<file path="config.mk">
export PLATFORM = sky130hd
export DESIGN_NAME = auto_strummer
export DESIGN_NICKNAME = d
export VERILOG_FILES = /design/src/rtl/auto_strummer.sv
export SDC_FILE = /design/constraint.sdc
export NUM_CORES = 1
export LEC_CHECK = 0
export ABC_AREA = 0
export CORE_MARGIN = 3
export CORE_UTILIZATION = 50
export CTS_CLUSTER_SIZE = 30
export DETAILED_ROUTE_END_ITERATION = 8
export PLACE_DENSITY = 0.86
export SETUP_SLACK_MARGIN = 0.3
export SLEW_MARGIN = 20
export SYNTH_ARGS = -nofsm -noshare
export SYNTH_HDL_FRONTEND = slang
export SYNTH_SLANG_ARGS = --single-unit
</file>
<file path="constraint.sdc">
create_clock -name i_clk -period 5.92 [get_ports i_clk]
set_input_delay 0.592 -clock i_clk [delete_from_list [all_inputs] [get_ports i_clk]]
set_output_delay 0.592 -clock i_clk [all_outputs]
set_load 0.01 [all_outputs]
</file>
<file path="src/rtl/auto_strummer.sv">
// -----------------------------------------------------------------------------
// auto_strummer
// Scripted player for demo / self-test mode. Accepts the prompted note and
// drives the four active-low fret buttons like a human: a reaction delay, a
// hold, a release, and a quiet gap before the next note is taken. A 16-bit
// LFSR turns some presses into deliberate wrong-button presses so the scoring
// penalty path gets exercised.
//
// Ports:
//   i_clk         system clock
//   i_rst_n       asynchronous active-low reset
//   i_enable      autoplay enable; low aborts any press in progress
//   i_note_valid  one-cycle strobe: new note presented
//   i_note_num    note to hit (0-3), sampled with i_note_valid
//   i_miss_rate   wrong-press probability in sixteenths
//   o_buttons     active-low button drive, bit n = button n (registered)
//   o_busy        high from note acceptance until the gap ends
//   o_presses     presses issued (saturating)
//   o_misses      deliberate wrong presses (saturating)
//   o_dropped     note strobes not accepted (saturating)
// -----------------------------------------------------------------------------
module auto_strummer #(
    parameter int          REACT_CYCLES = 50,
    parameter int          HOLD_CYCLES  = 20,
    parameter int          GAP_CYCLES   = 10,
    parameter logic [15:0] LFSR_SEED    = 16'hACE1
) (
    input  logic       i_clk,
    input  logic       i_rst_n,
    input  logic       i_enable,
    input  logic       i_note_valid,
    input  logic [3:0] i_note_num,
    input  logic [3:0] i_miss_rate,
    output logic [3:0] o_buttons,
    output logic       o_busy,
    output logic [7:0] o_presses,
    output logic [7:0] o_misses,
    output logic [7:0] o_dropped
);

    localparam int MAX_A   = (REACT_CYCLES > HOLD_CYCLES) ? REACT_CYCLES : HOLD_CYCLES;
    localparam int MAX_CNT = (MAX_A > GAP_CYCLES) ? MAX_A : GAP_CYCLES;
    localparam int CW      = $clog2(MAX_CNT + 1);

    typedef enum logic [1:0] {S_IDLE, S_REACT, S_PRESS, S_GAP} state_t;

    state_t        r_state, w_state_next;
    logic [CW-1:0] r_cnt, w_cnt_next;
    logic [1:0]    r_target, w_target_next;
    logic          r_miss, w_miss_next;
    logic [15:0]   r_lfsr;
    logic [3:0]    r_buttons, w_buttons_next;
    logic [7:0]    r_presses, r_misses, r_dropped;
    logic          w_press_start;
    logic          w_drop;
    logic          w_lfsr_fb;

    // Fibonacci taps 16,14,13,11 (bit indices 15,13,12,10)
    assign w_lfsr_fb = r_lfsr[15] ^ r_lfsr[13] ^ r_lfsr[12] ^ r_lfsr[10];

    always_comb begin
        w_state_next  = r_state;
        w_cnt_next    = r_cnt;
        w_target_next = r_target;
        w_miss_next   = r_miss;
        w_press_start = 1'b0;
        w_drop        = 1'b0;

        case (r_state)
            S_IDLE: begin
                if (i_note_valid) begin
                    if (i_enable && (i_note_num[3:2] == 2'b00)) begin
                        w_state_next = S_REACT;
                        w_cnt_next   = CW'(REACT_CYCLES - 1);
                        if (r_lfsr[3:0] >= i_miss_rate) begin
                            w_target_next = i_note_num[1:0];
                            w_miss_next   = 1'b0;
                        end else begin
                            // 2-bit add wraps 3 -> 0
                            w_target_next = i_note_num[1:0] + 2'd1;
                            w_miss_next   = 1'b1;
                        end
                    end else begin
                        w_drop = 1'b1;
                    end
                end
            end
            S_REACT: begin
                if (r_cnt == '0) begin
                    w_state_next  = S_PRESS;
                    w_cnt_next    = CW'(HOLD_CYCLES - 1);
                    w_press_start = 1'b1;
                end else begin
                    w_cnt_next = r_cnt - 1'b1;
                end
            end
            S_PRESS: begin
                if (r_cnt == '0) begin
                    w_state_next = S_GAP;
                    // The release lands one clock after GAP entry, so the
                    // gap counter runs one extra cycle to keep the buttons
                    // released for the full gap while busy.
                    w_cnt_next   = CW'(GAP_CYCLES);
                end else begin
                    w_cnt_next = r_cnt - 1'b1;
                end
            end
            S_GAP: begin
                if (r_cnt == '0) begin
                    w_state_next = S_IDLE;
                end else begin
                    w_cnt_next = r_cnt - 1'b1;
                end
            end
            default: w_state_next = S_IDLE;
        endcase

        // Strobes arriving while a note is in flight are not queued.
        if (r_state != S_IDLE && i_note_valid) begin
            w_drop = 1'b1;
        end

        // Enable low aborts immediately; nothing new is counted.
        if (r_state != S_IDLE && !i_enable) begin
            w_state_next  = S_IDLE;
            w_cnt_next    = '0;
            w_press_start = 1'b0;
        end
    end

    // Buttons follow the PRESS state one clock later, giving the extra cycle
    // of latency between PRESS entry and the button edge.
    always_comb begin
        w_buttons_next = 4'b1111;
        if (r_state == S_PRESS && i_enable) begin
            w_buttons_next[r_target] = 1'b0;
        end
    end

    always_ff @(posedge i_clk or negedge i_rst_n) begin
        if (!i_rst_n) begin
            r_state   <= S_IDLE;
            r_cnt     <= '0;
            r_target  <= 2'd0;
            r_miss    <= 1'b0;
            r_lfsr    <= LFSR_SEED;
            r_buttons <= 4'b1111;
            r_presses <= 8'd0;
            r_misses  <= 8'd0;
            r_dropped <= 8'd0;
        end else begin
            r_state   <= w_state_next;
            r_cnt     <= w_cnt_next;
            r_target  <= w_target_next;
            r_miss    <= w_miss_next;
            r_lfsr    <= {r_lfsr[14:0], w_lfsr_fb};
            r_buttons <= w_buttons_next;
            if (w_press_start && r_presses != 8'hFF) begin
                r_presses <= r_presses + 8'd1;
            end
            if (w_press_start && r_miss && r_misses != 8'hFF) begin
                r_misses <= r_misses + 8'd1;
            end
            if (w_drop && r_dropped != 8'hFF) begin
                r_dropped <= r_dropped + 8'd1;
            end
        end
    end

    assign o_buttons = r_buttons;
    assign o_busy    = (r_state != S_IDLE);
    assign o_presses = r_presses;
    assign o_misses  = r_misses;
    assign o_dropped = r_dropped;

endmodule

</file>
==> results by group, run 1 <==
Die
  • Die W: 78.2 µm
  • Die H: about 78 µm
  • Initial core utilization: 53.4%
  • FP Rows: 25
  • Top Ports: just over 40
  • Core Area: ~4900 µm²
  • Die area: ~6100 µm²

Clock network
  • Post-CTS setup buffer count: 0
  • H-tree levels: 2
  • Hold buffers post-CTS: 0
  • Clock Sinks: 55
  • Clock slew at reported path FFs: about 0.10 ns
  • Num CTS Buffers: 5
  • Post-CTS resize count: 0
  • Clock Tree Root: clkbuf_8
  • CTS tree: done
  • CTS Buffer Depth: 2
  • Clk_lat worst skew: 0.31 ns

Routing
  • WL/cell: between 10 and 15 µm
  • Total wire length: roughly 4.8 mm
  • Drt pass-1 iters: 5
  • 1st-iter DRT viols: between 150 and 200
  • ANT nets after route: 0
  • Average vias per placed instance: approximately 5.4
  • Detailed-route DRC error count: 0
  • Vias post-DR: 1864

Worst setup path
  • Slowest cell on crit path: clkdlybuf4s50_1
  • Crit path launch type: flop
  • CP Data Required Time: between 5 and 6 ns
  • CP cell instances: inv_1 -> ha_1 -> inv_1 -> clkdlybuf4s50_1
  • CP Capture Type: output pin
  • WP data arrival: ~1.9 ns
  • Crit Path Category: reg -> out
  • CP max stage delay: slightly above 0.5 ns
  • Most frequent CP cell: inv_1
  • Max Fanout on Critical Path: 10

STA
  • Max-slew headroom: 55.6%
  • Final setup fails: 0
  • Final Hold Fails: 0
  • Fin. max-slew vios: 0
  • Tcrit/Tclk final: 42.0%
  • RSZ-0062 raised after global routing: no
  • Least-Margin Pin Slew: about 0.67 ns
  • Setup TNS: 0 ns
  • Final min period: around 2.5 ns
  • Fmax: roughly 400 MHz
  • Clk_skew: ~0.0048 ns

Yosys
  • Async SR Flop Fraction: 100%
  • Yosys top cell area share: roughly two fifths
  • Most frequent cells after synthesis: dfrtp_1 (43), nand2_1 (17), xnor2_1 (15)
  • Synth Cell Area: roughly 2600 µm²
  • Number of flops mapped to enable cells by yosys: 0
  • Post-synth net total: roughly 260
  • Top cells by area, synth: dfrtp_1 (41%), dfstp_2 (12%), ha_1 (6.2%), xnor2_1 (5.0%), xor2_1 (3.4%)
  • Seq/Total Area, Yosys: roughly 53%
  • Synthesis-stage register bit count: 55
  • Syn Inst Count: approximately 230
  • Post-synth top area cell: dfrtp_1
  • Avg Cell Area, Syn: 11.2 µm²
  • Synth warnings: 0
  • Top_reg_cell synth: dfrtp_1
  • Count leader, synth: dfrtp_1
  • Post-synth cell types: 48

Cells and area
  • Diodes inserted: 0
  • Post-layout nets: approximately 300
  • Design area: 3170 µm²
  • Layout cells sized above 1: a little over an eighth
  • Layout area overhead: 21.7%
  • Finished Core Util: between 60 and 70%
  • Fillers: approximately 380
  • Layout Cells excl Fill: around 350

Global routing
  • First-pass GRT wire length: 8.23 mm
  • Global route overflow: 0
  • Vias in the first global route: 1742
  • Initial antenna violation count: 0
  • Largest net degree at the start of global routing: 56
  • GRT Overall Usage: approximately 17%

Placement
  • Dpl hpwl: between 3 and 4 mm
  • Placed instance count: about 340
  • RePlAce Congestion: approximately 0.91
  • Area post-placement: between 3000 and 4000 µm²
  • PortBufs: 40

Worst hold path
  • Hold WC Path Type: reg -> reg

Run
  • MaxCap Viol Count: 0

Pwr
  • P per Cell Area: 408 nW/µm²
  • Pleak: ~1.4 nW
  • Maximum vdd drop: around 280 µV

Run status
  • Status: completed
==> cells by family (layout without fill, tap and decap cells) <==
group,Yosys count,after routing,synth area share (%)
fa+ha+maj,13,13,6.25
compound gates,41,41,10.5
flops,55,55,53.4
buf+inv,15,61,2.26
simple gates,80,80,17.8
mux,3,3,1.30
xor+xnor,25,25,8.41
==> final timing paths <==
check | endpoint | cells past startpoint | start | slack [ns]
max | o_busy | 4 | r_state[1]$_DFFE_PN0P_ | 3.44
min | r_lfsr[6]$_DFF_PN1_ | 0 | r_lfsr[5]$_DFF_PN1_ | 0.36
max reg2reg | o_presses[1]$_DFFE_PN0P_ | 6 | r_cnt[0]$_DFFE_PN0P_ | 3.85
min reg2reg | r_lfsr[6]$_DFF_PN1_ | 0 | r_lfsr[5]$_DFF_PN1_ | 0.36
max in group asynchronous | r_cnt[1]$_DFFE_PN0P_ | 2 | i_rst_n | 5.09
min in group asynchronous | r_lfsr[4]$_DFF_PN0_ | 2 | i_rst_n | 0.39
==> per-layer routing <==
metal / GRT usage, % / vias to the layer above / routed length (µm)
met5: 0 / - / 0
met3: 3.78 / 4 / 269
li1: - / 910 / -
met4: 4.20 / 0 / 29
met2: 26.5 / 60 / 2260
met1: 23.6 / 890 / 2240
==> worst max-delay path: cells and delay by family (launching register included) <==
family / cells / cell delay, ns
buffers and inverters: 3 / 0.79
adders and majority gates: 1 / 0.37
DFF: 1 / 0.42
==> layout by cell type (no fill, tap or decap), types with 2 or more instances in the layout <==
cell type and n:
nor2_1 12, mux2_2 3, nand2_1 17, or3_1 2, nand3_1 9, o21ai_0 12
and4_1 3, nand2b_1 4, ha_1 13, dfrtp_1 43, clkdlybuf4s50_1 39, xnor2_1 15
clkbuf_8 5, a21oi_1 10, a31oi_1 2, o21bai_1 4, xor2_1 10, nor2b_1 2
o31ai_1 2, nand4_1 8, and3_1 3, dfstp_2 12, o21a_1 2, inv_1 12
nor3_1 7
==> registers in the layout (all words and copies together), names as in the netlist <==
name,cells
o_buttons,4
o_dropped,8
o_misses,8
o_presses,8
r_cnt,6
r_lfsr,16
r_miss,1
r_state,2
r_target,2
==> stage by stage <==
stage,setup WS (ns),total power [W],hold slack (ns)
2_1_floorplan,3.96,0.000886,0.296
3_3_place_gp,3.42,0.00107,0.337
3_5_place_dp,3.41,0.00108,0.340
4_1_cts,3.46,0.00130,0.363
5_1_grt,3.37,0.00139,0.367
6_report,3.44,0.00129,0.361
==> power breakdown <==
part / internal, W / leakage [nW] / total (W) / switching (W)
Clock: 0.0000856 / 0.0461 / 0.000211 / 0.000126
Combinational: 0.000259 / 0.656 / 0.000523 / 0.000263
Sequential: 0.000453 / 0.693 / 0.000559 / 0.000106
Total: 0.000798 / 1.40 / 0.00129 / 0.000495
==> final cells by class <==
type                       count  area (µm²)  share of cell area (%)
tap                           67        83.8                    2.65
clock buffer                   5        68.8                    2.17
multi-input combinational    162        1150                    36.4
timing repair buffer          41         403                    12.7
inverter                      12        45.0                    1.42
sequential                    55        1390                    43.9
clock inverter                 3        23.8                   0.750
No activity file was read; power rests on OpenSTA's default activity.
==> inputs of run 2 (changes only) <==
--- a/config.mk
+++ b/config.mk
@@ -7,7 +7,7 @@
 export LEC_CHECK = 0
 export ABC_AREA = 0
 export CORE_MARGIN = 3
-export CORE_UTILIZATION = 50
+export CORE_UTILIZATION = 48
 export CTS_CLUSTER_SIZE = 30
 export DETAILED_ROUTE_END_ITERATION = 8
 export PLACE_DENSITY = 0.86
==> constraint.sdc (replaced) <==
create_clock -name i_clk -period 2.1 [get_ports i_clk]
set_input_delay 0.21 -clock i_clk [delete_from_list [all_inputs] [get_ports i_clk]]
set_output_delay 0.21 -clock i_clk [all_outputs]
set_load 0.01 [all_outputs]
==> results by group, run 2 (synthesis gave the netlist of run 1 again) <==
Run status
  • Status: completed

Worst setup path
  • WP data arrival: 2.06 ns (+0.17 ns)
  • Max Fanout on Critical Path: 2 (-8)
  • Slowest cell on crit path: dfstp_2
  • Crit path launch type: flop
  • CP Capture Type: flop
  • CP Data Required Time: 2.33 ns (-3.00 ns)
  • Crit Path Category: reg -> reg
  • CP max stage delay: 0.55 ns (+0.04 ns)
  • Most frequent CP cell: o21ai_1
  • CP cell instances: inv_2 -> ha_4 -> nand2b_4 -> a2111oi_4 -> o21ai_1 -> xor2_1 -> o21ai_1

STA
  • Final Hold Fails: 0 (unchanged)
  • Least-Margin Pin Slew: 0.418 ns (-0.248 ns)
  • Max-slew headroom: 72.2% (+17 points)
  • Tcrit/Tclk final: about 87%
  • Final min period: about 1.8 ns
  • Setup TNS: 0 ns (unchanged)
  • Clk_skew: 0.0106 ns (+0.00587 ns)
  • RSZ-0062 raised after global routing: yes
  • Fmax: 549 MHz
  • Setup ws final: 0.279 ns (-3.16 ns)
  • Final setup fails: 0 (unchanged)
  • Fin. max-slew vios: 0 (unchanged)

Placement
  • PortBufs: 40 (unchanged)
  • Area post-placement: 3130 µm² (+1.6%)
  • Dpl hpwl: 3.77 mm (+10%)
  • DP Worst Slack: 0.103 ns (-3.30 ns)
  • RePlAce Congestion: 0.919 (+0.68%)

Cells and area
  • Layout cells sized above 1: 26.1% (+13 points)
  • Max FFs per register: 16 (unchanged)
  • Diodes inserted: 0 (unchanged)
  • Design area: 3470 µm² (+9.5%)
  • Top reg by flops: r_lfsr
  • Commonest non-fill, non-tap cells in the layout: dfrtp_1 (42), clkdlybuf4s50_1 (38), nand2_1 (17)
  • Layout area overhead: 33.3%
  • Most common cell after layout, fill and taps aside: dfrtp_1
  • Post-layout nets: 319 (+5.6%)

Routing
  • Vias post-DR: 1992 (+6.9%)
  • Total wire length: 5.50 mm (+15%)
  • Drt pass-1 iters: 4 (-1)
  • WL/cell: 15.1 µm (+8.5%)
  • Detailed-route DRC error count: 0 (unchanged)
  • Average vias per placed instance: 5.46 (+1.0%)
  • ANT nets after route: 0 (unchanged)
  • 1st-iter DRT viols: 164 (+7.2%)

Global routing
  • Largest net degree at the start of global routing: 40 (-29%)
  • Initial antenna violation count: 0 (unchanged)
  • Global route overflow: 0 (unchanged)
  • First-pass GRT wire length: 9.13 mm (+11%)
  • GRT Overall Usage: 18.4% (+1.6 points)
  • Vias in the first global route: 1971 (+13%)

Die
  • Top Ports: 41 (unchanged)
  • Die H: 79.7 µm (+1.9%)
  • Core Area: 5170 µm² (+6.0%)
  • Die area: 6340 µm² (+3.8%)
  • FP Rows: 26 (+4.0%)
  • Die W: 79.7 µm (+1.9%)
  • Initial core utilization: 50.3% (-3.0 points)

Clock network
  • Num CTS Buffers: 5 (unchanged)
  • Clock slew at reported path FFs: 0.10 ns (about the same)
  • Clock Sinks: 55 (unchanged)
  • Clock Tree Root: clkbuf_8
  • H-tree levels: 2 (unchanged)
  • CTS tree: done
  • CTS Buffer Depth: 2 (unchanged)
  • Clk_lat worst skew: 0.31 ns (about the same)

Pwr
  • Maximum vdd drop: 873 µV (+210%)
  • Total Power: 0.00405 W (+210%)
  • Pleak: 1.51 nW (+8.5%)
  • P per Cell Area: 1170 nW/µm² (+190%)

Worst hold path
  • Hold WC Path Type: reg -> reg

Run
  • MaxCap Viol Count: 0 (unchanged)
run 2: power by group:
group	internal, W	total (W)	switching, W	leakage, nW
combinational	0.000957	0.00185	0.000895	0.774
sequential	0.00128	0.00159	0.000312	0.692
clock	0.000273	0.000602	0.000329	0.0489
run 2: worst max-delay path, delay by kind of cell, from the launching register on:
kind                     cells  cell delay [ns]
adder cells (fa/ha/maj)      1             0.22
flip-flops                   1             0.55
buffers and inverters        1             0.04
XOR/XNOR                     1             0.17
AND/OR/NAND/NOR              1             0.14
AO/OA/AOI/OAI                3             0.63
run 2: final timing paths:
path / from / endpoint / slack [ns] / depth (start not counted)
max: r_lfsr[0]$_DFF_PN1_ / r_target[1]$_DFFE_PN0P_ / 0.28 / 7
min: r_lfsr[8]$_DFF_PN0_ / r_lfsr[9]$_DFF_PN0_ / 0.35 / 0
max reg2reg: r_lfsr[0]$_DFF_PN1_ / r_target[1]$_DFFE_PN0P_ / 0.28 / 7
min reg2reg: r_lfsr[8]$_DFF_PN0_ / r_lfsr[9]$_DFF_PN0_ / 0.35 / 0
max in group asynchronous: i_rst_n / o_buttons[1]$_DFF_PN1_ / 1.15 / 3
min in group asynchronous: i_rst_n / o_dropped[7]$_DFFE_PN0P_ / 0.36 / 2
run 2: timing repair:
item,4_1_cts,5_1_grt
hold buffers,1,0
gates cloned,0,0
hold endpoints to repair,14,0
resized for setup,10,29
endpoints found under the setup margin,21,26
pin swaps,7,12
buffers inserted,7,6
run 2: cell type report:
cell class,count,area [µm²]
tap,70,87.6
clock inverter,1,8.76
sequential,55,1390
inverter,12,45.0
timing repair buffer,58,541
fill,358,1700
clock buffer,7,86.3
multi-input combinational,162,1310
run 2: stage by stage:
step | utilization, % | std cells | hold slack, ns
after CTS | 64.1 | 359 | 0.356
after global placement | 60.4 | 343 | 0.168
after global routing | 67.1 | 365 | 0.360
final | 67.1 | 365 | 0.353
after detailed placement | 60.4 | 343 | 0.168
after floorplan | - | 232 | -0.0856
run 2: metal layers:
metal	routed length (µm)	track usage (%)	part of all wire, %
met5	0	0	0
met4	73	5.50	1.3
met3	313	4.06	5.7
met2	2760	30.2	50
met1	2360	24.3	43
==> inputs of run 3 (changes only) <==
--- a/config.mk
+++ b/config.mk
@@ -6,6 +6,7 @@
 export NUM_CORES = 1
 export LEC_CHECK = 0
 export ABC_AREA = 0
+export CORE_ASPECT_RATIO = 0.75
 export CORE_MARGIN = 3
 export CORE_UTILIZATION = 48
 export CTS_CLUSTER_SIZE = 30
==> results by group, run 3 (synthesis gave the netlist of run 1 again) <==
Routing
  • Detailed-route DRC error count: 0 (unchanged)
  • Highest routed layer: met4
  • WL/cell: 15.2 µm (+1.1%)
  • ANT nets after route: 0 (unchanged)
  • Drt pass-1 iters: 4 (unchanged)
  • Vias post-DR: 2012 (+1.0%)
  • Met3 WL post-DR: 332 µm (+6.1%)
  • WL met2: 2.56 mm (-7.3%)
  • Total wire length: 5.59 mm (+1.6%)
  • Average vias per placed instance: 5.48 (+0.45%)
  • 1st-iter DRT viols: 133 (-19%)
  • Wl on met1: 2.59 mm (+10%)

STA
  • Setup TNS: 0 ns (unchanged)
  • Max-slew headroom: 71.2% (-0.95 points)
  • Tcrit/Tclk final: 86.6% (about the same)
  • Setup ws final: 0.281 ns (+0.00142 ns)
  • Final setup fails: 0 (unchanged)
  • Fin. max-slew vios: 0 (unchanged)
  • Hold slack final: 0.355 ns (+0.00126 ns)
  • RSZ-0062 raised after global routing: yes
  • Least-Margin Pin Slew: 0.432 ns (+0.0143 ns)
  • Final min period: 1.82 ns (-0.00142 ns)
  • Final Hold Fails: 0 (unchanged)
  • Clk_skew: 0.00749 ns (-0.00314 ns)
  • Fmax: 550 MHz (about the same)

Cells and area
  • Top reg by flops: r_lfsr
  • Max FFs per register: 16 (unchanged)
  • Post-layout nets: 319 (unchanged)
  • Design area: 3520 µm² (+1.3%)
  • Diodes inserted: 0 (unchanged)
  • Most common cell after layout, fill and taps aside: dfrtp_1
  • Commonest non-fill, non-tap cells in the layout: dfrtp_1 (40), clkdlybuf4s50_1 (38), nand2_1 (17)
  • Layout area overhead: 35.1%
  • Layout cells sized above 1: 26.8% (+0.68 points)

Die
  • Top Ports: 41 (unchanged)
  • Die H: 69.8 µm (-12%)
  • Initial core utilization: 51.4% (+1.1 points)
  • Die area: 6350 µm² (+0.15%)
  • Core Area: 5060 µm² (-2.1%)
  • Die W: 91.0 µm (+14%)
  • FP Rows: 22 (-15%)

Worst hold path
  • Hold Crit Depth: 0 (unchanged)
  • Hold WC Path Type: reg -> reg

Placement
  • PortBufs: 40 (unchanged)
  • Dpl hpwl: 3.69 mm (-2.0%)
  • RePlAce Congestion: 0.890 (-3.2%)
  • Area post-placement: 3130 µm² (about the same)
  • DP Worst Slack: 0.0550 ns (-0.0484 ns)

Pwr
  • Pleak: 1.50 nW (-0.68%)
  • P per Cell Area: 1170 nW/µm² (about the same)
  • Total Power: 0.00410 W (+1.4%)
  • Maximum vdd drop: 669 µV (-23%)

Worst setup path
  • Max Fanout on Critical Path: 2 (unchanged)
  • Crit path launch type: flop
  • Reg2Reg Depth: 7 (unchanged)
  • Crit Path Category: reg -> reg
  • CP Capture Type: flop
  • WP data arrival: 2.05 ns (about the same)
  • CP Data Required Time: 2.33 ns (about the same)

Global routing
  • Initial antenna violation count: 0 (unchanged)
  • Vias in the first global route: 1901 (-3.6%)
  • First-pass GRT wire length: 8.83 mm (-3.2%)
  • GRT Overall Usage: 17.2% (-1.2 points)
  • Largest net degree at the start of global routing: 39 (-2.5%)
  • Global route overflow: 0 (unchanged)

Run
  • MaxCap Viol Count: 0 (unchanged)

Clock network
  • Clock slew at reported path FFs: 0.09 ns (about the same)
  • Clock Sinks: 55 (unchanged)
  • Num CTS Buffers: 5 (unchanged)
  • CTS tree: done
  • H-tree levels: 2 (unchanged)
  • CTS Buffer Depth: 2 (unchanged)
  • Clk_lat worst skew: 0.31 ns (about the same)
  • Clock Tree Root: clkbuf_8

Run status
  • Status: completed
run 3: metal layers:
layer	up-vias	global-route usage, %
li1	953	-
met1	972	23.5
met2	74	26.1
met3	13	4.88
met4	0	6.02
met5	-	0
run 3: critical path: stages, from the launching register on:
cell and delay (ns):
dfstp_2 0.55, inv_2 0.04, ha_4 0.22, nand2b_4 0.14, a2111oi_4 0.38, o21ai_1 0.13
xor2_1 0.16, o21ai_1 0.13
run 3: final timing paths:
| check | endpoint | from | slack [ns] |
|---|---|---|---|
| setup / recovery | r_target[1]$_DFFE_PN0P_ | r_lfsr[0]$_DFF_PN1_ | 0.28 |
| hold / removal | r_lfsr[7]$_DFF_PN1_ | r_lfsr[6]$_DFF_PN1_ | 0.35 |
| setup reg to reg | r_target[1]$_DFFE_PN0P_ | r_lfsr[0]$_DFF_PN1_ | 0.28 |
| hold reg to reg | r_lfsr[7]$_DFF_PN1_ | r_lfsr[6]$_DFF_PN1_ | 0.35 |
| max in group asynchronous | r_lfsr[13]$_DFF_PN1_ | i_rst_n | 1.13 |
| min in group asynchronous | r_cnt[1]$_DFFE_PN0P_ | i_rst_n | 0.36 |
run 3: stage by stage:
stage	utilization (%)	std cells
floorplan	-	232
global placement	61.8	345
detailed placement	61.8	345
CTS	66.9	364
global route	69.4	367
finish	69.4	367
run 3: report_power, final:
group	internal (W)	leakage, nW	switching, W	total (W)
clock	0.000233	0.0402	0.000343	0.000575
combinational	0.000986	0.775	0.000955	0.00194
sequential	0.00128	0.689	0.000303	0.00159
run 3: timing repair:
item | in CTS | in global routing
setup buffers | 10 | 3
endpoints found under the hold margin | 17 | 0
setup endpoints to repair | 22 | 24
hold buffers | 1 | 0
resized for setup | 18 | 22
pin swaps | 6 | 10
run 3: area by class of cell:
| cell class | instances | area, µm² |
|---|---|---|
| clock buffers | 5 | 68.8 |
| clock inverters | 3 | 20.0 |
| fillers | 391 | 1550 |
| inverters | 12 | 45.0 |
| multi-input cells | 162 | 1330 |
| flip-flops and latches | 55 | 1400 |
| well taps | 72 | 90.1 |
| repair buffers | 58 | 571 |
